===== config.mk =====
export PLATFORM = sky130hd
export DESIGN_NAME = alu_exec_stage
export DESIGN_NICKNAME = d
export VERILOG_FILES = /design/src/rtl/alu_exec_stage.sv
export SDC_FILE = /design/constraint.sdc
export NUM_CORES = 1
export LEC_CHECK = 0
export CAP_MARGIN = 10
export CORE_MARGIN = 2
export CORE_UTILIZATION = 62
export DETAILED_ROUTE_END_ITERATION = 8
export GPL_TIMING_DRIVEN = 1
export PLACE_DENSITY = 0.83
export SETUP_SLACK_MARGIN = 0.3
export SLEW_MARGIN = 10
export SYNTH_ARGS = -nofsm -noshare
export SYNTH_HDL_FRONTEND = slang
export SYNTH_SLANG_ARGS = --single-unit

===== constraint.sdc =====
create_clock -name clk -period 3.2 [get_ports clk]
set_input_delay 0.32 -clock clk [delete_from_list [all_inputs] [get_ports clk]]
set_output_delay 0.32 -clock clk [all_outputs]
set_load 0.05 [all_outputs]

===== src/rtl/alu_exec_stage.sv =====
// alu_exec_stage: execute stage sitting behind register_file.
//
// Purpose
//   Takes the two read-port operands plus an opcode and destination address,
//   computes a result and offers it (with write address and write strobe) to the
//   register file write port under a valid/ready handshake.
//   ADD/SUB/AND/OR/XOR/SLT/SLL/SRL/SRA complete with one cycle of latency.
//   MUL is an iterative LSB-first shift-add that takes WIDTH cycles.
//
// Optional feature
//   Define ALU_EXEC_DIVU_EN to add op 0xA (DIVU): unsigned restoring division,
//   WIDTH cycles, quotient only. A zero divisor gives an all-ones quotient.
//   Without the macro, op 0xA is treated as illegal and no divider is built.
//
// Ports
//   clk, rst        clock (rising edge), asynchronous active-low reset
//   in_valid/ready  input handshake; op, opa, opb, rd_addr sampled on accept
//   out_valid/ready output handshake; result, wb_addr, zero held until taken
//   wb_we           write strobe: out_valid && out_ready && op was legal
//   busy            iterative operation in progress
module alu_exec_stage #(
    parameter int WIDTH  = 32,
    parameter int ADDR_W = 5
) (
    input  logic              clk,
    input  logic              rst,
    input  logic              in_valid,
    output logic              in_ready,
    input  logic [3:0]        op,
    input  logic [WIDTH-1:0]  opa,
    input  logic [WIDTH-1:0]  opb,
    input  logic [ADDR_W-1:0] rd_addr,
    output logic              out_valid,
    input  logic              out_ready,
    output logic [WIDTH-1:0]  result,
    output logic [ADDR_W-1:0] wb_addr,
    output logic              wb_we,
    output logic              zero,
    output logic              busy
);

    localparam int               CNT_W    = (WIDTH > 1) ? $clog2(WIDTH) : 1;
    localparam logic [CNT_W-1:0] CNT_LAST = CNT_W'(WIDTH - 1);

    localparam logic [3:0] OP_ADD  = 4'h0;
    localparam logic [3:0] OP_SUB  = 4'h1;
    localparam logic [3:0] OP_AND  = 4'h2;
    localparam logic [3:0] OP_OR   = 4'h3;
    localparam logic [3:0] OP_XOR  = 4'h4;
    localparam logic [3:0] OP_SLT  = 4'h5;
    localparam logic [3:0] OP_SLL  = 4'h6;
    localparam logic [3:0] OP_SRL  = 4'h7;
    localparam logic [3:0] OP_SRA  = 4'h8;
    localparam logic [3:0] OP_MUL  = 4'h9;
`ifdef ALU_EXEC_DIVU_EN
    localparam logic [3:0] OP_DIVU = 4'hA;
`endif

    typedef enum logic [1:0] {
        IDLE,
        MUL
`ifdef ALU_EXEC_DIVU_EN
        , DIV
`endif
    } state_t;

    state_t            state, state_nxt;
    logic [CNT_W-1:0]  cnt_p0;
    logic [WIDTH-1:0]  acc_p0;
    logic [WIDTH-1:0]  mcand_p0;
    logic [WIDTH-1:0]  mplier_p0;
    logic [WIDTH-1:0]  result_p1;
    logic [ADDR_W-1:0] wb_addr_p1;
    logic              vld_p1;
    logic              legal_p1;
    logic              rdy_en;

    logic              accept;
    logic              cnt_last;
    logic              long_op;
    logic [WIDTH:0]    single_res;
    logic [WIDTH-1:0]  mul_sum;

    // Single-cycle operations. Returns {legal, value}; illegal codes give 0.
    function automatic logic [WIDTH:0] alu_single(input logic [3:0]       f_op,
                                                  input logic [WIDTH-1:0] a,
                                                  input logic [WIDTH-1:0] b);
        logic signed [WIDTH-1:0] sa;
        logic signed [WIDTH-1:0] sb;
        logic [4:0]              sh;
        sa = $signed(a);
        sb = $signed(b);
        sh = b[4:0];
        case (f_op)
            OP_ADD:  return {1'b1, a + b};
            OP_SUB:  return {1'b1, a - b};
            OP_AND:  return {1'b1, a & b};
            OP_OR:   return {1'b1, a | b};
            OP_XOR:  return {1'b1, a ^ b};
            OP_SLT:  return {1'b1, {(WIDTH-1){1'b0}}, (sa < sb)};
            OP_SLL:  return {1'b1, a << sh};
            OP_SRL:  return {1'b1, a >> sh};
            OP_SRA:  return {1'b1, $unsigned(sa >>> sh)};
            default: return {1'b0, {WIDTH{1'b0}}};
        endcase
    endfunction

    assign accept     = in_valid && in_ready;
    assign cnt_last   = (cnt_p0 == CNT_LAST);
    assign single_res = alu_single(op, opa, opb);
    assign mul_sum    = acc_p0 + (mplier_p0[0] ? mcand_p0 : '0);

`ifdef ALU_EXEC_DIVU_EN
    // Divider reuses the multiplier registers: acc = partial remainder,
    // mplier = dividend shifting out MSB-first while quotient bits shift in,
    // mcand = divisor. A zero divisor always "fits", giving all-ones.
    logic [WIDTH:0]   rem_sh;
    logic             div_ge;
    logic [WIDTH-1:0] rem_nxt;
    logic [WIDTH-1:0] quo_nxt;

    assign rem_sh  = {acc_p0, mplier_p0[WIDTH-1]};
    assign div_ge  = (rem_sh >= {1'b0, mcand_p0});
    assign rem_nxt = div_ge ? (rem_sh[WIDTH-1:0] - mcand_p0) : rem_sh[WIDTH-1:0];
    assign quo_nxt = {mplier_p0[WIDTH-2:0], div_ge};
    assign long_op = (op == OP_MUL) || (op == OP_DIVU);
`else
    assign long_op = (op == OP_MUL);
`endif

    // ---- control: state register ----
    always_ff @(posedge clk or negedge rst) begin
        if (!rst) begin
            state <= IDLE;
        end else begin
            state <= state_nxt;
        end
    end

    always_comb begin
        state_nxt = state;
        case (state)
            IDLE: begin
                if (accept && op == OP_MUL) state_nxt = MUL;
`ifdef ALU_EXEC_DIVU_EN
                if (accept && op == OP_DIVU) state_nxt = DIV;
`endif
            end
            MUL:     if (cnt_last) state_nxt = IDLE;
`ifdef ALU_EXEC_DIVU_EN
            DIV:     if (cnt_last) state_nxt = IDLE;
`endif
            default: state_nxt = IDLE;
        endcase
    end

    // ---- p0: iteration registers / p1: output registers ----
    always_ff @(posedge clk or negedge rst) begin
        if (!rst) begin
            rdy_en     <= 1'b0;
            cnt_p0     <= '0;
            acc_p0     <= '0;
            mcand_p0   <= '0;
            mplier_p0  <= '0;
            result_p1  <= '0;
            wb_addr_p1 <= '0;
            vld_p1     <= 1'b0;
            legal_p1   <= 1'b0;
        end else begin
            // Keeps in_ready low for the first cycle after reset release.
            rdy_en <= 1'b1;
            case (state)
                IDLE: begin
                    if (accept) begin
                        wb_addr_p1 <= rd_addr;
                        cnt_p0     <= '0;
                        acc_p0     <= '0;
                        if (long_op) begin
                            // Any draining result was consumed on this edge.
                            vld_p1 <= 1'b0;
`ifdef ALU_EXEC_DIVU_EN
                            mcand_p0  <= (op == OP_DIVU) ? opb : opa;
                            mplier_p0 <= (op == OP_DIVU) ? opa : opb;
`else
                            mcand_p0  <= opa;
                            mplier_p0 <= opb;
`endif
                        end else begin
                            vld_p1    <= 1'b1;
                            legal_p1  <= single_res[WIDTH];
                            result_p1 <= single_res[WIDTH-1:0];
                        end
                    end else if (vld_p1 && out_ready) begin
                        vld_p1 <= 1'b0;
                    end
                end
                MUL: begin
                    acc_p0    <= mul_sum;
                    mcand_p0  <= mcand_p0 << 1;
                    mplier_p0 <= mplier_p0 >> 1;
                    cnt_p0    <= cnt_p0 + CNT_W'(1);
                    if (cnt_last) begin
                        result_p1 <= mul_sum;
                        legal_p1  <= 1'b1;
                        vld_p1    <= 1'b1;
                    end
                end
`ifdef ALU_EXEC_DIVU_EN
                DIV: begin
                    acc_p0    <= rem_nxt;
                    mplier_p0 <= quo_nxt;
                    cnt_p0    <= cnt_p0 + CNT_W'(1);
                    if (cnt_last) begin
                        result_p1 <= quo_nxt;
                        legal_p1  <= 1'b1;
                        vld_p1    <= 1'b1;
                    end
                end
`endif
                default: ;
            endcase
        end
    end

    assign in_ready  = rdy_en && (state == IDLE) && (!vld_p1 || out_ready);
    assign out_valid = vld_p1;
    assign result    = result_p1;
    assign wb_addr   = wb_addr_p1;
    assign zero      = (result_p1 == '0);
    assign wb_we     = vld_p1 && out_ready && legal_p1;
    assign busy      = (state != IDLE);

endmodule


==> run summary, run 1 <==
Fail Step: global routing (5_1_grt)
Synth area leaders: dfrtp_1, ha_1, nand2_1
WEP type: register data pin
Final HPWL DP: 55200 um
DIE WIDTH: 168 um
Synth top area share: 21.2%
Chip Height: 168 um
CTS Buf Count: 17
Yosys cell types: 92
CTS root buf: clkbuf_16
Stop err: [ERROR GRT-0232] Routing congestion too high. Check the congestion heatmap in the GUI.
Buffers added on ports: 118
Outcome: did not finish
Starting Density: 62.7%
RePlAce Congestion: 1.12
Synth Flop Type: dfrtp_1
Synth warnings: 0
Antenna violations before repair: 12
Htree depth: 4
Dpl cells: 2838
Asr flop ratio synth: 100%
Clock buffer depth: 2
Post-Syn Nets: 2342
CTS Sinks: 142
Global-route usage over all layers: 78.3%
Placed cell area: 0.0210 mm2
Synthesis-stage register bit count: 142
Worst_ep grt: result[16]$_DFFE_PN0P_/D
I/O pins: 119
Largest net degree at the start of global routing: 74
Avg Cell Area, Syn: 7.86 um2
Number of enable flip-flop cells after synthesis: 0
Total grt overflow: 60
Placement Setup Slack: -659 ps
Num rows: 60
Post-synthesis sequential area ratio: 21.2%
Synth Instances: 2132
Synth Cell Area: 0.0168 mm2
Yosys top cell by area: dfrtp_1
cell usage after synthesis (all sizes together) (46+ instances only):
master	number
a21oi	134
a22oi	80
buf	60
clkbuf	106
dfrtp	142
ha	130
inv	104
mux2i	46
mux4	56
nand2	340
nor2	161
o21ai	117
through the flow:
stage / utilization, % / hold WS [ps]
CTS: 84.4 / 278
detailed placement: 78.5 / 371
global placement: 78.5 / 357
floorplan: - / 24.4
layer usage:
layer	global-route usage (%)	overflow
met2	92.1	30
met1	80.8	6
met3	66.1	3
met5	45.4	1
met4	69.5	20
logic make-up after synthesis:
group / Yosys count / share of synthesized area [%]
simple gates: 737 / 20.0
compound gates: 693 / 28.4
buf+inv: 271 / 6.92
flops: 142 / 21.2
fa+ha+maj: 133 / 10.1
mux: 117 / 11.4
xor+xnor: 38 / 1.99
other cells: 1 / 0.0224
timing repair:
action,in CTS
pin swaps,66
endpoints found under the hold margin,67
endpoints found under the setup margin,38
hold buffers,1
resized for setup,163
gates cloned,2
buffers inserted,17
==> run 2: changes to the inputs <==
Settings changed: CORE_UTILIZATION 62 to 40, PLACE_DENSITY 0.83 to default, PLACE_DENSITY_LB_ADDON from default to 0.15, SETUP_SLACK_MARGIN 0.3 to default.
==> run summary, run 2 <==
Post-synthesis sequential area ratio: 21.2% (unchanged)
I/O pins: 119 (unchanged)
RR Startpoint: mplier_p0[0]
Post-route cell area: 0.0234 mm2
Synth area leaders: dfrtp_1, ha_1, nand2_1
Most frequent cells in the layout: buf_4, nand2_1, nor2_1
Synth Instances: 2132 (unchanged)
Largest net degree at the start of global routing: 115
Synth warnings: 0 (unchanged)
CTS Sinks: 142 (unchanged)
Final WL: 83200 um
Setup crit end kind: register
Yosys top cell by area: dfrtp_1
Most Used Layer, Global Route: met2
Internal Pwr Total: 5980 uW
Met3 usage: 6.10%
Tmin final: 3200 ps
Yosys cell types: 92 (unchanged)
Clk pwr share: 18.5%
Pin slew with the least headroom to its limit: 1200 ps
Asr flop ratio synth: 100% (unchanged)
Final #Nets: 2864
Vias/cell: 6.15
Met1 usage: 50.0%
WL/cell: 26.0 um
Global-route usage over all layers: 37.6%
CP startpoint: opa[2]
Fmax: 0.313 GHz
Top cells by count, synth: nand2_1, nor2_1, dfrtp_1
Number of enable flip-flop cells after synthesis: 0 (unchanged)
Vias: 19669
Worst clock skew: 15.2 ps
Routed Antenna Nets: 0
Clk_lat worst skew: 480 ps
Avg Cell Area, Syn: 7.86 um2 (unchanged)
Startpoint types: input port
Synth Flop Type: dfrtp_1
Final setup viols: 0
CP Max Fanout: 9
RePlAce Congestion: 1.05 (-5.9%)
Core Area: 0.0411 mm2
Initial DRC Count: 2203
Sw frac: 46.5%
DRC viols: 0
CP arrival: 3610 ps
Clock buffer depth: 2 (unchanged)
DIE WIDTH: 209 um (+24%)
Antenna violations before repair: 4
Max-slew headroom: 20.3%
Setup_tns: 0 ps
Logic pwr share: 53.8%
Hold Fails Final Rpt: 0
Total grt overflow: 0
Net Sw Power: 5190 uW
Synth Cell Area: 0.0168 mm2 (unchanged)
Critical Path RT: 3610 ps
Final HPWL DP: 66400 um (+20%)
Post-Syn Nets: 2342 (unchanged)
HP Class: in -> reg
First-pass GRT wire length: 122000 um
Htree depth: 4 (unchanged)
Synth top area share: 21.2% (unchanged)
Outcome: finished, final reports clean
DRT Pass-1 Iters: 6
Max-cap violations: 0
CTS root buf: clkbuf_16
TritonCTS clock tree: yes
Starting Density: 40.8% (-22 points)
Worst vdd ir: 537 uV
Share of cells above drive strength 1: 29.1%
Chip Height: 209 um (+24%)
Buffers added on ports: 118 (unchanged)
Placed cell area: 0.0223 mm2 (+6.1%)
Most common cell after layout, fill and taps aside: buf_4
Clock transition at the registers of the reported paths: 70 ps
Slew Viols, Final: 0
Met2 usage in global routing: 60.3%
Synthesis-stage register bit count: 142 (unchanged)
CTS Buf Count: 17 (unchanged)
Final worst-path cycle share: 99.9%
Vias in the first global route: 18869
Worst hold start: opb[2]
Pleak: 0.0110 uW
RSZ-0062 raised after global routing: true
Area growth syn-to-layout: 39.9%
Sequential share of power: 27.7%
Power density over cell area: 477 mW/mm2
Worst Setup Path Type: in -> reg
Die ar.: 0.0435 mm2
Most numerous cell in the Yosys netlist: nand2_1
Num rows: 74 (+23%)
-- run 2: worst paths after layout --
| check | slack, ps | depth (start not counted) | endpoint |
|---|---|---|---|
| min reg2reg | 480 | 2 | mplier_p0[19] |
| min | 270 | 4 | mplier_p0[2] |
| min in group asynchronous | 370 | 2 | wb_addr[0] |
| max in group asynchronous | 1980 | 3 | mplier_p0[21] |
| max reg2reg | 50 | 12 | result[30] |
| max | 3 | 14 | result[26] |
-- run 2: layout make-up --
class	instances	area [um2]
Timing Repair Buffer	669	5590
Inverter	105	394
Sequential cell	142	3560
Antenna cell	1	2.50
Fill cell	3912	17700
Clock buffer	20	457
Clock inverter	12	124
Multi-Input combinational cell	1719	12600
Tap cell	532	666
-- run 2: power by group through the flow --
stage               clock network (uW)  registers, uW  logic (uW)
global route                      2160           3140        6380
floorplan                            0           3620        2490
finish                            2070           3090        6010
detailed placement                   0           3090        5780
CTS                               2100           3060        5840
global placement                     0           3070        5730
-- run 2: through the flow --
| stage | setup slack, ps | std cells | hold WS, ps | total power [uW] | util (%) |
|---|---|---|---|---|---|
| after floorplan | 22.9 | 2132 | 24.4 | 6110 | - |
| after global placement | -762 | 3161 | 315 | 8790 | 54.1 |
| after detailed placement | -691 | 3162 | 325 | 8880 | 54.1 |
| after CTS | -101 | 3196 | 239 | 11000 | 56.0 |
| after global routing | -127 | 3199 | 277 | 11700 | 57.0 |
| final | 2.82 | 3200 | 267 | 11200 | 57.0 |
-- run 2: critical path, stage by stage --
cell and delay (ps):
clkdlybuf4s50_1 520, inv_1 80, ha_1 330, buf_4 180, a211oi_2 90, o211ai_1 330
a21oi_4 160, o21ai_1 350, a41oi_1 210, buf_4 180, nor2b_1 130, or3_1 300
a41o_1 260, a31oi_1 160
-- run 2: per-layer routing --
| layer | up-vias | part of all wire [%] |
|---|---|---|
| li1 | 8929 | - |
| met1 | 9651 | 42 |
| met2 | 908 | 45 |
| met3 | 181 | 7.5 |
| met4 | 0 | 4.7 |
| met5 | - | 0 |
-- run 2: logic make-up (layout without fill, tap and decap cells) --
family	count (synthesis)	after routing	synth area share, %
buffers and inverters	271	806	6.92
muxes	117	117	11.4
other	1	2	0.0224
DFF	142	142	21.2
adders and majority gates	133	133	10.1
AOI/OAI and AO/OA	693	693	28.4
and+or+nand+nor	737	737	20.0
xor gates and xnor gates	38	38	1.99
-- run 2: timing repair --
item / CTS / global route
buffers inserted: 1 / 4
endpoints found under the hold margin: 51 / 0
pin swaps: 10 / 22
hold buffers: 1 / 0
endpoints found under the setup margin: 20 / 26
resized for setup: 35 / 71
(Power assumes the default switching activity.)
==> run 3: changes to the inputs <==
Settings changed: CTS_BUF_LIST from default to sky130_fd_sc_hd__clkbuf_2 sky130_fd_sc_hd__clkbuf_4 sky130_fd_sc_hd__clkbuf_8.
==> run summary, run 3 (synthesis results as in run 2) <==
Outcome: finished, final reports clean
Area growth syn-to-layout: 38.4%
Initial DRC Count: 2255 (+2.4%)
Fmax: 0.315 GHz (+0.69%)
Slew Viols, Final: 0 (unchanged)
WL/cell: 25.9 um (-0.33%)
Clock transition at the registers of the reported paths: 100 ps (+30 ps)
DIE WIDTH: 209 um (unchanged)
I/O pins: 119 (unchanged)
CP arrival: 3610 ps (about the same)
TritonCTS clock tree: yes
Clock buffer depth: 2 (unchanged)
Final setup viols: 0 (unchanged)
Power Total: 10600 uW (-4.8%)
Worst vdd ir: 543 uV (+1.1%)
Pleak: 0.0109 uW (-0.64%)
Htree depth: 4 (unchanged)
Share of cells above drive strength 1: 28.9% (-0.24 points)
Clk_lat worst skew: 560 ps (+80 ps)
Final std cells w/o fill: 3199 (-0.031%)
Sequential share of power: 29.0% (+1.3 points)
Net Sw Power: 5120 uW (-1.5%)
Global-route usage over all layers: 37.5% (-0.045 points)
Most frequent cells in the layout: buf_4, nand2_1, nor2_1
Vias: 19618 (-0.26%)
CTS root buf: clkbuf_8
Final #Nets: 2862 (-0.070%)
Routed Antenna Nets: 0 (unchanged)
Pin slew with the least headroom to its limit: 1180 ps (-20.7 ps)
Largest net degree at the start of global routing: 115 (unchanged)
Antenna violations before repair: 4 (unchanged)
Placed cell area: 0.0223 mm2 (unchanged)
Final HPWL DP: 66400 um (unchanged)
Tmin final: 3180 ps (-21.9 ps)
First-pass GRT wire length: 122000 um (-0.11%)
Final WL: 82900 um (-0.36%)
Worst clock skew: 18.2 ps (+3.05 ps)
RePlAce Congestion: 1.05 (unchanged)
Dpl cells: 3162 (unchanged)
Vias/cell: 6.13 (-0.23%)
Buffers added on ports: 118 (unchanged)
DRC viols: 0 (unchanged)
HP Class: in -> reg
Power density over cell area: 459 mW/mm2 (-3.8%)
RSZ-0062 raised after global routing: true
Die ar.: 0.0435 mm2 (unchanged)
Total grt overflow: 0 (unchanged)
Clk pwr share: 14.7% (-3.8 points)
Logic pwr share: 56.3% (+2.5 points)
Sw frac: 48.1% (+1.6 points)
Post-route cell area: 0.0232 mm2 (-1.1%)
Num rows: 74 (unchanged)
Starting Density: 40.8% (unchanged)
Core Area: 0.0411 mm2 (unchanged)
Setup crit end kind: register
Hold Fails Final Rpt: 0 (unchanged)
Max-cap violations: 0 (unchanged)
Final Util: 56.4% (-0.60 points)
Worst Setup Path Type: in -> reg
Most common cell after layout, fill and taps aside: buf_4
Vias in the first global route: 18903 (+0.18%)
Critical Path RT: 3640 ps (+30 ps)
CP Max Fanout: 10 (+1)
Internal Pwr Total: 5530 uW (-7.7%)
Final worst-path cycle share: 99.2% (-0.69 points)
Chip Height: 209 um (unchanged)
Startpoint types: input port
Max-slew headroom: 21.6% (+1.4 points)
DRT Pass-1 Iters: 8 (+2)
CTS Buf Count: 17 (unchanged)
CTS Sinks: 142 (unchanged)
run 3: worst paths after layout:
| kind | startpoint | endpoint | slack, ps | depth (start not counted) |
|---|---|---|---|---|
| max in group asynchronous | rst | mplier_p0[21] | 2050 | 3 |
| max reg2reg | mplier_p0[0] | result[30] | 70 | 12 |
| min reg2reg | mplier_p0[19] | mplier_p0[19] | 480 | 2 |
| max | opa[6] | result[29] | 20 | 13 |
| min in group asynchronous | rst | wb_addr[0] | 290 | 2 |
| min | opb[2] | mplier_p0[2] | 190 | 4 |
run 3: layout make-up:
type,count,area (um2)
antenna,2,5.00
clock buffer,20,269
clock inverter,12,124
fill,3930,17900
inverter,105,394
multi-input combinational,1719,12600
sequential,142,3560
tap,532,666
timing repair buffer,667,5570
run 3: metal layers:
| layer | track usage [%] | wire length (um) | vias to the layer above |
|---|---|---|---|
| met5 | 0 | 0 | - |
| met4 | 16.8 | 3830 | 0 |
| met3 | 5.41 | 6080 | 167 |
| met2 | 60.3 | 37700 | 936 |
| met1 | 50.2 | 35300 | 9602 |
| li1 | - | - | 8913 |
run 3: stage by stage:
stage               hold slack (ps)  TNS (ps)  setup slack (ps)
floorplan                      24.4         0              22.9
global placement                315    -12520              -762
detailed placement              325    -12910              -691
CTS                             143     -45.5             -45.5
global route                    196      -194             -60.1
finish                          187         0              24.7
run 3: what timing repair did:
| action | in CTS | in global routing |
|---|---|---|
| gates resized for setup | 32 | 67 |
| endpoints found under the hold margin | 51 | 0 |
| pin swaps | 12 | 18 |
| setup buffers | 1 | 3 |
| setup endpoints to repair | 18 | 26 |
| hold buffers | 1 | 0 |
| cloned | 0 | 0 |
run 3: power groups by stage:
stage	Sequential [uW]	Combinational (uW)	Clock (uW)
after global routing	3140	6360	1650
after detailed placement	3090	5780	0
after global placement	3070	5730	0
after floorplan	3620	2490	0
after CTS	3060	5830	1600
final	3080	5990	1570
run 3: worst max-delay path: stages:
cell and delay (ps):
clkdlybuf4s50_1 470, buf_4 210, ha_1 230, a211oi_2 220, nor2_1 130, or4_1 590, o21ai_4 260, o211ai_2 170
nand3_1 150, mux2i_1 120, o41ai_2 440, buf_4 180, a41oi_2 100
